===== src/rtl/pix_pair_writeback_pkg.sv =====
// Shared types and constants for the pixel-pair frame-buffer writer.
package pix_pair_writeback_pkg;

  localparam int PIX_W        = 18;
  localparam int PAIR_W       = 2 * PIX_W;
  localparam int DEF_H_PAIRS  = 320;
  localparam int DEF_V_LINES  = 480;
  localparam int FRAME_PAIRS  = DEF_H_PAIRS * DEF_V_LINES;

  typedef enum logic {
    IDLE = 1'b0,
    RUN  = 1'b1
  } state_t;

endpackage


===== src/rtl/pix_pair_writeback_pair_fifo.sv =====
// Small synchronous FIFO holding pixel pairs between acceptance and ZBT issue.
// Read data is taken straight from the head entry (registered storage, no
// fall-through). A flush empties the FIFO; a push in the flush cycle becomes
// the only entry.
module pair_fifo #(
  parameter int DEPTH = 4,
  parameter int WIDTH = 36
) (
  input  logic             clk,
  input  logic             reset,
  input  logic             flush,
  input  logic             push,
  input  logic             pop,
  input  logic [WIDTH-1:0] din,
  output logic [WIDTH-1:0] dout,
  output logic             full,
  output logic             empty
);

  localparam int AW = $clog2(DEPTH);

  logic [WIDTH-1:0] mem_q [DEPTH];
  logic [AW-1:0]    wr_ptr_q, wr_ptr_d;
  logic [AW-1:0]    rd_ptr_q, rd_ptr_d;
  logic [AW:0]      count_q, count_d;
  logic             do_push, do_pop, wr_en;
  logic [AW-1:0]    wr_idx;

  assign dout  = mem_q[rd_ptr_q];
  assign full  = (count_q == (AW+1)'(DEPTH));
  assign empty = (count_q == '0);

  // Pointer and occupancy update; a pop on a full FIFO frees the slot a
  // same-cycle push needs.
  always_comb begin
    wr_ptr_d = wr_ptr_q;
    rd_ptr_d = rd_ptr_q;
    count_d  = count_q;
    do_pop   = pop && !empty && !flush;
    do_push  = push && (!full || do_pop);
    wr_idx   = wr_ptr_q;
    wr_en    = do_push;
    if (flush) begin
      wr_idx   = '0;
      wr_en    = push;
      rd_ptr_d = '0;
      wr_ptr_d = push ? AW'(1) : '0;
      count_d  = push ? (AW+1)'(1) : '0;
    end else begin
      if (do_push) wr_ptr_d = wr_ptr_q + AW'(1);
      if (do_pop)  rd_ptr_d = rd_ptr_q + AW'(1);
      count_d = count_q + (AW+1)'(do_push) - (AW+1)'(do_pop);
    end
  end

  // Control registers with synchronous reset.
  always_ff @(posedge clk) begin
    if (reset) begin
      wr_ptr_q <= '0;
      rd_ptr_q <= '0;
      count_q  <= '0;
    end else begin
      wr_ptr_q <= wr_ptr_d;
      rd_ptr_q <= rd_ptr_d;
      count_q  <= count_d;
    end
  end

  // Storage array; contents need no reset since occupancy gates every read.
  always_ff @(posedge clk) begin
    if (wr_en) mem_q[wr_idx] <= din;
  end

endmodule


===== src/rtl/pix_pair_writeback.sv =====
// Writes processed pixel pairs into the ZBT frame buffer in raster order.
// Pairs are buffered in a small FIFO and issued only in cycles where the
// shared ZBT port is granted (wr_slot). mem_we/mem_addr are registered one
// cycle after the issue decision; data follows two cycles later to match
// the ZBT write pipeline.
// Handshake: a pair is taken whenever pair_valid=1 in RUN (no backpressure);
// if the buffer has no room the pair is dropped and overflow latches. A write
// is issued in a cycle with wr_slot=1, state RUN and a non-empty buffer.
module pix_pair_writeback
  import pix_pair_writeback_pkg::*;
#(
  parameter int ADDR_W     = 19,
  parameter int H_PAIRS    = DEF_H_PAIRS,
  parameter int V_LINES    = DEF_V_LINES,
  parameter int BASE_ADDR  = 0,
  parameter int FIFO_DEPTH = 4
) (
  input  logic              clk,
  input  logic              reset,
  input  logic              frame_start,
  input  logic              pair_valid,
  input  logic [PAIR_W-1:0] two_proc_pixs,
  input  logic              wr_slot,
  output logic [ADDR_W-1:0] mem_addr,
  output logic              mem_we,
  output logic [PAIR_W-1:0] mem_wdata,
  output logic              frame_done,
  output logic              overflow
);

  localparam int                 N_PAIRS   = H_PAIRS * V_LINES;
  localparam int                 CNT_W     = $clog2(N_PAIRS + 1);
  localparam logic [CNT_W-1:0]   FRAME_CNT = CNT_W'(N_PAIRS);
  localparam logic [CNT_W-1:0]   LAST_IDX  = CNT_W'(N_PAIRS - 1);
  localparam logic [ADDR_W-1:0]  BASE      = ADDR_W'(BASE_ADDR);

  state_t            state_q, state_d;
  logic [CNT_W-1:0]  push_cnt_q, push_cnt_d;
  logic [CNT_W-1:0]  issue_cnt_q, issue_cnt_d;
  logic [ADDR_W-1:0] mem_addr_q, mem_addr_d;
  logic              mem_we_q, mem_we_d;
  logic [PAIR_W-1:0] wdata_s1_q, wdata_s1_d;
  logic [PAIR_W-1:0] wdata_s2_q, wdata_s2_d;
  logic [PAIR_W-1:0] mem_wdata_q, mem_wdata_d;
  logic              frame_done_q, frame_done_d;
  logic              overflow_q, overflow_d;

  logic              fifo_push, fifo_pop, fifo_full, fifo_empty;
  logic [PAIR_W-1:0] fifo_rdata;
  logic              accept_window, want_push, room, drop;
  logic [CNT_W-1:0]  push_base;

  pair_fifo #(
    .DEPTH (FIFO_DEPTH),
    .WIDTH (PAIR_W)
  ) u_fifo (
    .clk   (clk),
    .reset (reset),
    .flush (frame_start),
    .push  (fifo_push),
    .pop   (fifo_pop),
    .din   (two_proc_pixs),
    .dout  (fifo_rdata),
    .full  (fifo_full),
    .empty (fifo_empty)
  );

  // Accept/issue decisions and next-state for FSM, counters and write pipe.
  // frame_start restarts the frame: the flush discards buffered pairs and a
  // coincident pair_valid counts as pair 0 of the new frame.
  always_comb begin
    accept_window = (state_q == RUN) || frame_start;
    push_base     = frame_start ? '0 : push_cnt_q;
    fifo_pop      = (state_q == RUN) && !frame_start && wr_slot && !fifo_empty;
    room          = frame_start || !fifo_full || fifo_pop;
    want_push     = accept_window && pair_valid && (push_base < FRAME_CNT);
    fifo_push     = want_push && room;
    drop          = want_push && !room;

    state_d      = state_q;
    push_cnt_d   = push_base + CNT_W'(fifo_push);
    issue_cnt_d  = frame_start ? '0 : issue_cnt_q;
    mem_addr_d   = mem_addr_q;
    mem_we_d     = fifo_pop;
    frame_done_d = 1'b0;
    overflow_d   = overflow_q || drop;
    wdata_s1_d   = fifo_pop ? fifo_rdata : wdata_s1_q;
    wdata_s2_d   = wdata_s1_q;
    mem_wdata_d  = wdata_s2_q;

    if (frame_start) state_d = RUN;

    if (fifo_pop) begin
      mem_addr_d  = BASE + ADDR_W'(issue_cnt_q);
      issue_cnt_d = issue_cnt_q + CNT_W'(1);
      if (issue_cnt_q == LAST_IDX) begin
        frame_done_d = 1'b1;
        state_d      = IDLE;
      end
    end
  end

  // All state registers; reset abandons the frame and clears the write pipe.
  always_ff @(posedge clk) begin
    if (reset) begin
      state_q      <= IDLE;
      push_cnt_q   <= '0;
      issue_cnt_q  <= '0;
      mem_addr_q   <= BASE;
      mem_we_q     <= 1'b0;
      wdata_s1_q   <= '0;
      wdata_s2_q   <= '0;
      mem_wdata_q  <= '0;
      frame_done_q <= 1'b0;
      overflow_q   <= 1'b0;
    end else begin
      state_q      <= state_d;
      push_cnt_q   <= push_cnt_d;
      issue_cnt_q  <= issue_cnt_d;
      mem_addr_q   <= mem_addr_d;
      mem_we_q     <= mem_we_d;
      wdata_s1_q   <= wdata_s1_d;
      wdata_s2_q   <= wdata_s2_d;
      mem_wdata_q  <= mem_wdata_d;
      frame_done_q <= frame_done_d;
      overflow_q   <= overflow_d;
    end
  end

  assign mem_addr   = mem_addr_q;
  assign mem_we     = mem_we_q;
  assign mem_wdata  = mem_wdata_q;
  assign frame_done = frame_done_q;
  assign overflow   = overflow_q;

endmodule


===== config.mk =====
export PLATFORM = sky130hd
export DESIGN_NAME = pix_pair_writeback
export DESIGN_NICKNAME = d
export VERILOG_FILES = /design/src/rtl/pix_pair_writeback_pkg.sv /design/src/rtl/pix_pair_writeback_pair_fifo.sv /design/src/rtl/pix_pair_writeback.sv
export SDC_FILE = /design/constraint.sdc
export NUM_CORES = 1
export LEC_CHECK = 0
export ABC_AREA = 1
export CORE_UTILIZATION = 57
export DETAILED_ROUTE_END_ITERATION = 10
export PLACE_DENSITY_LB_ADDON = 0.1
export SLEW_MARGIN = 20
export SYNTH_ARGS = -nofsm -noshare
export SYNTH_HDL_FRONTEND = slang
export SYNTH_SLANG_ARGS = --single-unit

===== constraint.sdc =====
create_clock -name clk -period 5.6 [get_ports clk]
set_clock_uncertainty 0.05 [all_clocks]
set_input_delay 1.12 -clock clk [delete_from_list [all_inputs] [get_ports clk]]
set_output_delay 1.12 -clock clk [all_outputs]
set_load 0.005 [all_outputs]

# == After elaboration in Yosys (flattened, before gate mapping) ==
# Memories as Yosys holds them, arrays and structs flattened. A register that Yosys moved wholly into a read port is not among the register bits.
# Cells that the tools add are included.
# word_totals
regBits,137
mem_bits_rw,144
in_bits,41
out_inout_bits,58
elab_cells,63
mem_count,1
# classes
add_sub_neg,6
n_lt_le_gt_ge,1
eq_ne,2
muxes,16
bitwise_logic,1
n_reduce_logical,24
# mem_list
memory,depth,width,read_ports,rd_clocked_by_memory_dff,write_ports,line,text
u_fifo.mem_q,4,36,1,1,1,pix_pair_writeback_pair_fifo.sv:22,logic [WIDTH-1:0] mem_q [DEPTH];
# ops
operator,n
18-bit two-way mux,3
18-bit by 1-bit adder with 18-bit output,1
"18-bit by 1-bit adder with 18-bit output, second input constant",1
"18-bit equality test, second input constant",1
"18-bit less-than comparator, second input constant",1
1-bit logical AND,10
1-bit two-way mux,9
2-bit two-way mux,3
1-bit logical OR,5
"2-bit by 1-bit adder with 2-bit output, second input constant",2
1-bit zero test,4
2-bit nonzero test,2
2-bit OR reduction,2
3-bit by 1-bit adder with 3-bit output,1
"3-bit equality test, second input constant",1
3-bit zero test,1
3-bit two-way mux,1
3-bit by 1-bit subtractor with 3-bit output,1
1-bit inverter,1

# == Logic depth before layout (Yosys ltp) ==
# depth
ltp_word,11
mapped_depth,17
mapped_depth_nobuf,16

# == By module ==
# A second synthesis with hierarchy kept.
# hier_totals
cells_unflattened,1164
area_unflattened_um2,11722.5
# by_module_without_submodules
mod,instances,cells_each,area_per_inst_um2,seq_area_each_um2
pix_pair_writeback,1,751,5954.5,3323.2
pair_fifo,1,413,5768.0,4504.3

# == Worst setup path after synthesis ==
# OpenSTA, ideal clock, no wires.
# synth_path
kind,input to register
start,in frame_start
end,"mem u_fifo.mem_q[1][0], enable pin"
setup_time_ps,474
t_arrival_ps,4174
required_time_ps,5076
slack_ps,902
cell_stages,7
n_path_buf,1
cell_sequence,inv_4 -> buf_8 -> nand2_4 -> nand2_2 -> nor2_4 -> nand3_1 -> nor3_1
# synth_via
elab_chain_cells,11
elab_cells_between_ends,20
classes_between,1 x order compare; 5 x mux; 14 x reduce/logical
# synth_rtl
element,line,text
start: declaration,pix_pair_writeback.sv:20,"input logic frame_start,"
"parallel branches: the longest is 11 deep, another holds 18-bit less-than comparator",--,
end: declaration,pix_pair_writeback_pair_fifo.sv:22,
# Several ways; the timed one is not identified.

# == Worst setup path after layout ==
# layout_path
start,in frame_start
end,reg push_cnt_q[10]
# layout_via
elab_chain_cells,7
elab_cells_between_ends,13
classes_between,1 x add/sub; 1 x order compare; 1 x mux; 10 x reduce/logical
# layout_rtl
element,line,text
"parallel branches: the longest is 6 deep, another holds 18-bit less-than comparator",--,
18-bit by 1-bit adder with 18-bit output *,pix_pair_writeback.sv:81,push_cnt_d = push_base + CNT_W'(fifo_push);
end signal: assignment,pix_pair_writeback.sv:118,push_cnt_q <= push_cnt_d;
end: declaration,pix_pair_writeback.sv:38,"logic [CNT_W-1:0] push_cnt_q, push_cnt_d;"
# Mark *: on every way between the ends.
# A chain may end at the register's enable or synchronous reset.

==> out/qor.yml <==
outcome: "complete, no violations"
setup_viol: 0
grt_pass1_wl_mm: 37.7
startpoint_type: "primary input"
finalHoldViolations: 0
antenna_left: 0
cts-root-buf: "clkbuf_16"
period_share_pct: 71.8
fillCellCount: 1416
clock_sinks: 317
cts_setup_buffers: 0
avgViaCountPerCell: 5.20
maxSlewViolCount: 0
ir_worst_vdd_mv: 0.277
mostFrequentLayoutCell: "nor2_1"
grt-busiest-layer: "met2"
cts_tree: "done"
layout_common_cells: "nor2_1, dfxtp_1, edfxtp_1"
drc: 0
use_met2_pct: 37.9
async_flop_share_pct: 0
place_hpwl_mm: 12.7
hold_class: "flip-flop to flip-flop"
worst-setup-path-type: "primary input to flip-flop"
htreeDepth: 2
initial_core_util_pct: 58.9
io_pins: 99
synth-seq-area-share_pct: 67.0
grtUsageMet3_pct: 3.85
drt_iter0_markers: 571
min_period_ps: 4020
drive_above_1_share_pct: 7.77
yosys_warnings: 0
track_usage_pct: 23.5
path_clk_slew_ps: 60
synth_edf_count: 144
ys.flop_type: "dfxtp_1"
drv_cap: 0
firstDrtPassIters: 5
core_um2: 19700
fp.dieH_um: 145
row_count: 51
grt_util_met1_pct: 32.3
leakage_nw: 5.24
arrival_ps: 4360
worstMarginPinSlew_ps: 1000
relSlewSlack_pct: 33.0
overflow: 0
grt_max_degree: 81
ys_seq_elements: 317
cts_hold_buf: 0
synth_nets: 1183
clk_path_buf_depth: 3
synth_area_um2: 11600
nets: 1271
synth_cells: 1136
crit_fanout: 34
grt_setup_unrepaired: "false"
dieArea_um2: 21000
setup.worst_path.end_class: "flip-flop"
grt_pass1_vias: 7400
layout_setup_ws_ps: 1580
numPortBuffers: 97
insertion_delay_ps: 510
vias: 7883
p_total_w: 0.00488
drt_wl_total_mm: 23.5
wl_per_cell_um: 15.5
tns_ps: 0
netlist_top_cells_area: "edfxtp_1, dfxtp_1, nor2_1, o21ai_0, inv_1"
post-synth-top-area-cell: "edfxtp_1"
antenna_found_initial: 1
synth_top_area_share_pct: 37.2
die_w_um: 145
pwr_density_cell_nw_per_um2: 351
postCtsResizedCells: 0
syn_to_final_growth_pct: 19.6
numCtsBuffers: 34
postSynthAreaPerCell_um2: 10.2
finalWeightedCongestion: 0.827
fmax_mhz: 249
cp.required_ps: 5940
pre_cts_ws_ps: 1100
ys_types: 44
[registers in the layout, summed over array words and instances (netlist names)]
name and count:
state_q 1, issue_cnt_q 18, mem_we 1, u_fifo.rd_ptr_q 2
push_cnt_q 18, u_fifo.count_q 3, frame_done 1, overflow 1
mem_wdata 36, u_fifo.wr_ptr_q 2, u_fifo.mem_q 144, mem_wdata_d 36
mem_addr 18, wdata_s1_q 36
[cells by family (layout without fill, tap and decap cells)]
logic type               Yosys count  in the layout  synth area share [%]
AO/OA/AOI/OAI                    198            198                  9.96
XOR/XNOR                           3              3                 0.226
adder cells (fa/ha/maj)            6              6                 0.711
buffers and inverters            182            295                  6.45
flip-flops                       317            317                  67.0
other                              1              2                0.0323
AND/OR/NAND/NOR                  429            429                  15.6
[routing by layer]
metal | part of all wire [%] | vias to the layer above
li1 | - | 3940
met1 | 45 | 3687
met2 | 47 | 215
met3 | 5.4 | 41
met4 | 2.1 | 0
met5 | 0 | -
[Yosys cell counts (2+ instances only)]
cell / instances
a21oi_1: 43
a21oi_2: 2
a31oi_1: 2
a32oi_1: 36
buf_1: 6
buf_2: 22
buf_4: 2
buf_6: 2
clkbuf_1: 21
dfxtp_1: 173
edfxtp_1: 144
ha_1: 5
inv_1: 122
inv_2: 4
inv_4: 2
nand2_1: 119
nand2_2: 5
nand2_4: 2
nand3_1: 26
nand3_2: 5
nand3_4: 2
nand4_1: 3
nor2_1: 243
nor2_2: 4
nor2_4: 4
nor3_1: 10
o211ai_1: 3
o21a_1: 2
o21ai_0: 102
o21ai_1: 5
xor2_1: 2
[worst paths after layout]
kind                           start             end  slack (ps)  cells after the start
setup / recovery         frame_start  push_cnt_q[10]        1580                     16
hold / removal        mem_wdata_d[8]    mem_wdata[8]         350                      2
setup reg to reg  u_fifo.rd_ptr_q[1]  wdata_s1_q[15]        2850                      5
hold reg to reg       mem_wdata_d[8]    mem_wdata[8]         350                      2
[metrics by stage]
stage	area, um^2	utilization (%)	cells	hold slack, ps
final	13900	70.5	1515	345
after global routing	13900	70.5	1515	360
after CTS	13900	70.5	1514	349
after detailed placement	12800	64.7	1453	342
after global placement	12800	64.7	1453	339
after floorplan	11600	-	1136	338
[power by group]
part / switching [W] / internal, W / total (W)
combinational: 0.000102 / 0.0000617 / 0.000163
clock: 0.000859 / 0.00138 / 0.00224
sequential: 0.0000116 / 0.00246 / 0.00247
[layout make-up]
type / count / area [um^2] / area share, %
Antenna cell: 1 / 2.50 / 0.0180
Clock buffer: 54 / 1050 / 7.55
Clock inverter: 7 / 91.3 / 0.657
Inverter: 128 / 487 / 3.50
Multi-Input combinational cell: 637 / 3110 / 22.4
Sequential cell: 317 / 7790 / 56.1
Tap cell: 265 / 332 / 2.39
Timing Repair Buffer: 106 / 1030 / 7.44
[worst max-delay path, stage by stage]
cell and delay, ps:
clkdlybuf4s50_1 880, inv_4 340, nand2_1 200, nor2_1 80, nor2_4 120, nand2_2 90, nor2_4 120, ha_1 270
ha_1 240, nand2_1 70, nor2_1 160, nand2_1 140, nor2_2 170, nand2_1 90, o21ai_0 180, a21oi_1 60
Note: power is estimated with default switching activity, not from simulation.
